--- src/rtl/pipeline_hazard_if.sv ---
// pipeline_hazard_if: ID/EX hazard inputs and the stall/flush controls the sequencer returns.
interface pipeline_hazard_if #(parameter int CNT_W = 16);
  logic [4:0]       id_rs;
  logic [4:0]       id_rt;
  logic             id_uses_rt;
  logic [4:0]       ex_rt;
  logic             ex_mem_read;
  logic             ex_md_start;
  logic             ex_br_taken;
  logic [1:0]       ifid_bubble;
  logic             pc_write;
  logic             idex_flush;
  logic             ex_hold;
  logic             busy;
  logic [CNT_W-1:0] stall_cnt;
  modport master (
    output id_rs, id_rt, id_uses_rt, ex_rt, ex_mem_read, ex_md_start, ex_br_taken,
    input  ifid_bubble, pc_write, idex_flush, ex_hold, busy, stall_cnt
  );
  modport slave (
    input  id_rs, id_rt, id_uses_rt, ex_rt, ex_mem_read, ex_md_start, ex_br_taken,
    output ifid_bubble, pc_write, idex_flush, ex_hold, busy, stall_cnt
  );
endinterface

--- src/rtl/pipeline_hazard_ctrl.sv ---
// pipeline_hazard_ctrl: load-use, mul/div and taken-branch stall/flush sequencer for the 5-stage pipeline.
module pipeline_hazard_ctrl #(
  parameter int MD_LAT    = 4,
  parameter int FLUSH_CYC = 1,
  parameter int CNT_W     = 16
) (
  input logic clk,
  input logic rst_n,
  pipeline_hazard_if.slave hz
);
  localparam int CW = $clog2(MD_LAT + FLUSH_CYC + 1);
  localparam logic [1:0] RUN = 2'd0, LD_STALL = 2'd1, MD_WAIT = 2'd2, FLUSH = 2'd3;
  logic [1:0]    state, state_n;
  logic [CW-1:0] cnt, cnt_n;
  logic lu, br, md, lu_hit, fl_out, hold;
  always_comb begin
    lu = hz.ex_mem_read && hz.ex_rt != 5'd0 &&
         (hz.ex_rt == hz.id_rs || (hz.id_uses_rt && hz.ex_rt == hz.id_rt));
    // EX is frozen in MD_WAIT, so a taken branch can only arrive from the other states
    br     = state != MD_WAIT && hz.ex_br_taken;
    md     = state == RUN && !hz.ex_br_taken && hz.ex_md_start;
    lu_hit = state == RUN && !hz.ex_br_taken && !hz.ex_md_start && lu;
    fl_out = br || state == FLUSH;
    hold   = md || state == MD_WAIT;
    hz.ifid_bubble = fl_out ? 2'b10 : (hold || lu_hit) ? 2'b01 : 2'b00;
    hz.pc_write    = !(hold || lu_hit);
    hz.idex_flush  = fl_out || lu_hit;
    hz.ex_hold     = hold;
    hz.busy        = state != RUN;
  end
  // cnt holds the remaining cycles after the current one; leave once it would hit zero
  always_comb begin
    state_n = RUN;
    cnt_n   = cnt;
    if (br) begin
      state_n = FLUSH_CYC > 1 ? FLUSH : RUN;
      cnt_n   = CW'(FLUSH_CYC - 1);
    end else if (md) begin
      state_n = MD_LAT > 1 ? MD_WAIT : RUN;
      cnt_n   = CW'(MD_LAT - 1);
    end else if (lu_hit) begin
      state_n = LD_STALL;
    end else if (state == MD_WAIT || state == FLUSH) begin
      cnt_n   = cnt == '0 ? '0 : cnt - CW'(1);
      state_n = cnt <= CW'(1) ? RUN : state;
    end
  end
  always_ff @(posedge clk or negedge rst_n) begin
    if (!rst_n) begin
      state        <= RUN;
      cnt          <= '0;
      hz.stall_cnt <= '0;
    end else begin
      state <= state_n;
      cnt   <= cnt_n;
      if (!hz.pc_write && hz.stall_cnt != {CNT_W{1'b1}})
        hz.stall_cnt <= hz.stall_cnt + CNT_W'(1);
    end
  end
endmodule

--- src/flat_wrapper.sv ---
// flat-port wrapper written by rule: the top's interface ports become plain ports
module pipeline_hazard_ctrl_flat 
#(
  parameter int MD_LAT    = 4,
  parameter int FLUSH_CYC = 1,
  parameter int CNT_W     = 16
)
  (clk, rst_n, hz_id_rs, hz_id_rt, hz_id_uses_rt, hz_ex_rt, hz_ex_mem_read, hz_ex_md_start, hz_ex_br_taken, hz_ifid_bubble, hz_pc_write, hz_idex_flush, hz_ex_hold, hz_busy, hz_stall_cnt);
  pipeline_hazard_if #(.CNT_W(CNT_W)) hz_i ();
  input logic clk;
  input logic rst_n;
  input wire logic [$bits(hz_i.id_rs)-1:0] hz_id_rs;
  input wire logic [$bits(hz_i.id_rt)-1:0] hz_id_rt;
  input wire logic [$bits(hz_i.id_uses_rt)-1:0] hz_id_uses_rt;
  input wire logic [$bits(hz_i.ex_rt)-1:0] hz_ex_rt;
  input wire logic [$bits(hz_i.ex_mem_read)-1:0] hz_ex_mem_read;
  input wire logic [$bits(hz_i.ex_md_start)-1:0] hz_ex_md_start;
  input wire logic [$bits(hz_i.ex_br_taken)-1:0] hz_ex_br_taken;
  output wire logic [$bits(hz_i.ifid_bubble)-1:0] hz_ifid_bubble;
  output wire logic [$bits(hz_i.pc_write)-1:0] hz_pc_write;
  output wire logic [$bits(hz_i.idex_flush)-1:0] hz_idex_flush;
  output wire logic [$bits(hz_i.ex_hold)-1:0] hz_ex_hold;
  output wire logic [$bits(hz_i.busy)-1:0] hz_busy;
  output wire logic [$bits(hz_i.stall_cnt)-1:0] hz_stall_cnt;
  assign hz_i.id_rs = hz_id_rs;
  assign hz_i.id_rt = hz_id_rt;
  assign hz_i.id_uses_rt = hz_id_uses_rt;
  assign hz_i.ex_rt = hz_ex_rt;
  assign hz_i.ex_mem_read = hz_ex_mem_read;
  assign hz_i.ex_md_start = hz_ex_md_start;
  assign hz_i.ex_br_taken = hz_ex_br_taken;
  assign hz_ifid_bubble = hz_i.ifid_bubble;
  assign hz_pc_write = hz_i.pc_write;
  assign hz_idex_flush = hz_i.idex_flush;
  assign hz_ex_hold = hz_i.ex_hold;
  assign hz_busy = hz_i.busy;
  assign hz_stall_cnt = hz_i.stall_cnt;
  pipeline_hazard_ctrl #(.MD_LAT(MD_LAT), .FLUSH_CYC(FLUSH_CYC), .CNT_W(CNT_W)) u_core (.clk(clk), .rst_n(rst_n), .hz(hz_i));
endmodule
--- config.mk ---
export PLATFORM = sky130hd
export DESIGN_NAME = pipeline_hazard_ctrl_flat
export DESIGN_NICKNAME = d
export VERILOG_FILES = /design/src/rtl/pipeline_hazard_if.sv /design/src/rtl/pipeline_hazard_ctrl.sv /design/src/flat_wrapper.sv
export SDC_FILE = /design/constraint.sdc
export NUM_CORES = 1
export LEC_CHECK = 0
export BUFFER_PORTS_ARGS = -buffer_cell sky130_fd_sc_hd__clkbuf_2
export CAP_MARGIN = 10
export CORE_MARGIN = 4
export CORE_UTILIZATION = 50
export DETAILED_ROUTE_END_ITERATION = 16
export GPL_TIMING_DRIVEN = 1
export PLACE_DENSITY = 0.86
export SLEW_MARGIN = 10
export SYNTH_ARGS = -nofsm -noshare
export SYNTH_HDL_FRONTEND = slang
export SYNTH_SLANG_ARGS = --single-unit
--- constraint.sdc ---
create_clock -name clk -period 2 [get_ports clk]
set_clock_uncertainty 0.05 [all_clocks]
set_input_delay 0 -clock clk [delete_from_list [all_inputs] [get_ports clk]]
set_output_delay 0 -clock clk [all_outputs]
set_load 0.02 [all_outputs]
==> out/summary.txt <==
Finished Layout Cells: 213
RSZ-0062 raised after global routing: false
CP max stage delay: 0.43 ns
Post-Place Cells: 207
worst setup path class: flop to flop
Rows: 18
Max Cap Violations: 0
Post-synth ARST share: 1.00
clk buf depth: 2
synth warn: 0
Sink Count: 21
area of the die: 0.00351 mm2
core area: 0.00250 mm2
largest net degree at the start of global routing: 22
Area Overhead vs Synth: 22.0%
fin nets: 208
Core Util, Final: 0.642
1st-iter DRT viols: 69
outcome: complete, no violations
Seq cells post-synth: 21
top cells by area, synth: dfrtp_1 40%, xnor2_1 8.7%, xor2_1 5.3%
WP data arrival: 2.01 ns
I/O pin cnt: 43
worst slew pin tran: 0.516 ns
Tcrit/Tclk final: 0.936
Synth Instances: 136
Hold Crit Class: input port to flop
library cells used by synthesis: 36
Final Critical Period: 1.87 ns
layout cells sized above 1: 0.333
DRC viols: 0
final hold slack: 0.0410 ns
most frequent cells in the layout: 42 x clkbuf_2, 21 x dfrtp_1, 13 x nand2_1, 13 x xnor2_1, 10 x nor2_1
Worst Path Max Fanout: 5
antenna violations before repair: 0
GPL Wtd Cong: 1.02
worst skew pair latency: 0.30 ns
Clk pin slew, worst setup/hold paths: 0.11 ns
total number of vias: 1173
GRT Total Usage: 0.195
setup TNS: 0 ns
clk root buf: clkbuf_4
Lkg Pwr: 0.761 nW
Slew HR: 0.656
sequential cell area fraction in the yosys report: 0.400
syn avg cell area: 9.67 um2
Synth Flop Type: dfrtp_1
worst endpoint required time: 2.14 ns
vias per cell: 5.51
final setup vio count: 0
die height: 59.3 um
crit path launch type: flop
GRT overflow: 0
antenna cells: 0
I/O Buffers: 42
Hold Violations, Final: 0
most common cell after layout, fill and taps aside: clkbuf_2
Peak Freq: 534 MHz
Initial Util: 0.526
H-tree depth: 1
TritonCTS clock tree: yes
post-synth top area share: 0.400
Wirelength per Cell: 14.5 um
Critical Path, Cell by Cell: ha_1, nand4_1, buf_4, o31ai_4, nor3_1, xor2_1
crit path max-delay cell type: dfrtp_1
dpl hpwl: 2.55 mm
antenna viol nets, final: 0
number of synthesized flops with an enable pin: 0
Max IR drop VDD: 0.000751 V
total CTS buffers: 3
1st-pass router iterations: 4
WL final: 3.10 mm
Post-CTS Setup Bufs: 0
Yosys top cell by area: dfrtp_1
die width: 59.3 um
syn_nets: 160
mapped cell area: 0.00132 mm2
first-pass GRT wire length: 5.22 mm
vias in the first global route: 1228
nature of the critical path endpoint: flop
Slew Viols, Final: 0
power per cell area: 902 mW/mm2
-- per-stage QoR --
step / power [mW] / setup WS [ns] / area (um2)
floorplan: 1.04 / 0.0146 / 1320
detailed placement: 1.25 / 0.0820 / 1550
CTS: 1.46 / 0.0633 / 1600
global placement: 1.21 / 0.156 / 1550
finish: 1.45 / 0.127 / 1600
global route: 1.57 / 0.00426 / 1600
-- synth_stat cells (all sizes together) (4+ instances only) --
cell    n
inv     7
xor2    8
dfrtp  21
nand2  13
nand4   5
xnor2  13
buf     4
nand3   6
nor3    9
a21oi   7
nor2   12
-- worst max-delay path: cells and delay by family (launching register included) --
family | cells | cell delay (ns)
buffers and inverters | 1 | 0.22
xor gates and xnor gates | 1 | 0.15
adders and majority gates | 1 | 0.24
DFF | 1 | 0.43
AOI/OAI and AO/OA | 1 | 0.35
and+or+nand+nor | 2 | 0.32
-- flip-flops by register name (all words and copies together) (netlist names) --
name and cells:
u_core.cnt 3, u_core.hz.stall_cnt 16, u_core.state 2
-- path summary, 6_finish.rpt --
check / slack (ns) / from / endpoint / cells past startpoint
min in group asynchronous: 0.13 / rst_n / u_core.state[1]$_DFFE_PN0P_ / 2
max in group asynchronous: 1.42 / rst_n / u_core.hz.stall_cnt[14]$_DFFE_PN0P_ / 2
worst max register to register: 0.13 / u_core.hz.stall_cnt[0]$_DFFE_PN0P_ / u_core.hz.stall_cnt[9]$_DFFE_PN0P_ / 6
worst min register to register: 0.46 / u_core.hz.stall_cnt[15]$_DFFE_PN0P_ / u_core.hz.stall_cnt[15]$_DFFE_PN0P_ / 1
worst max-delay path: 0.13 / u_core.hz.stall_cnt[0]$_DFFE_PN0P_ / u_core.hz.stall_cnt[9]$_DFFE_PN0P_ / 6
worst min-delay path: 0.04 / hz_ex_md_start / u_core.cnt[0]$_DFFE_PN0P_ / 3
-- report_power, final --
group          switching [mW]  internal, mW
Combinational           0.379         0.236
Clock                   0.124        0.0778
Sequential              0.110         0.518
Total                   0.614         0.833
-- per-layer routing --
metal	share of wire	track usage	vias up
li1	-	-	573
met5	0	0	-
met1	0.39	0.219	561
met4	0.027	0.0841	0
met3	0.042	0.0501	10
met2	0.54	0.345	29
-- cells by family (layout without fill, tap and decap cells) --
logic type	Yosys count	in the layout	share of synthesized area
and+or+nand+nor	53	53	0.222
AOI/OAI and AO/OA	25	25	0.147
xor gates and xnor gates	21	21	0.140
DFF	21	21	0.400
buffers and inverters	11	58	0.0466
adders and majority gates	3	3	0.0285
muxes	2	2	0.0171
-- repair_timing --
| item | CTS | global route |
|---|---|---|
| gates resized for setup | 0 | 2 |
| hold buffers | 2 | 0 |
| setup endpoints to repair | 0 | 2 |
| endpoints found under the hold margin | 24 | 0 |
-- area by class of cell --
| type | count | area [um2] |
|---|---|---|
| Fill cell | 200 | 896 |
| Inverter | 7 | 26.3 |
| Timing Repair Buffer | 47 | 253 |
| Tap cell | 30 | 37.5 |
| Sequential cell | 21 | 526 |
| Clock buffer | 4 | 26.3 |
| Multi-Input combinational cell | 104 | 736 |
Power figures use the tool's default switching activity.
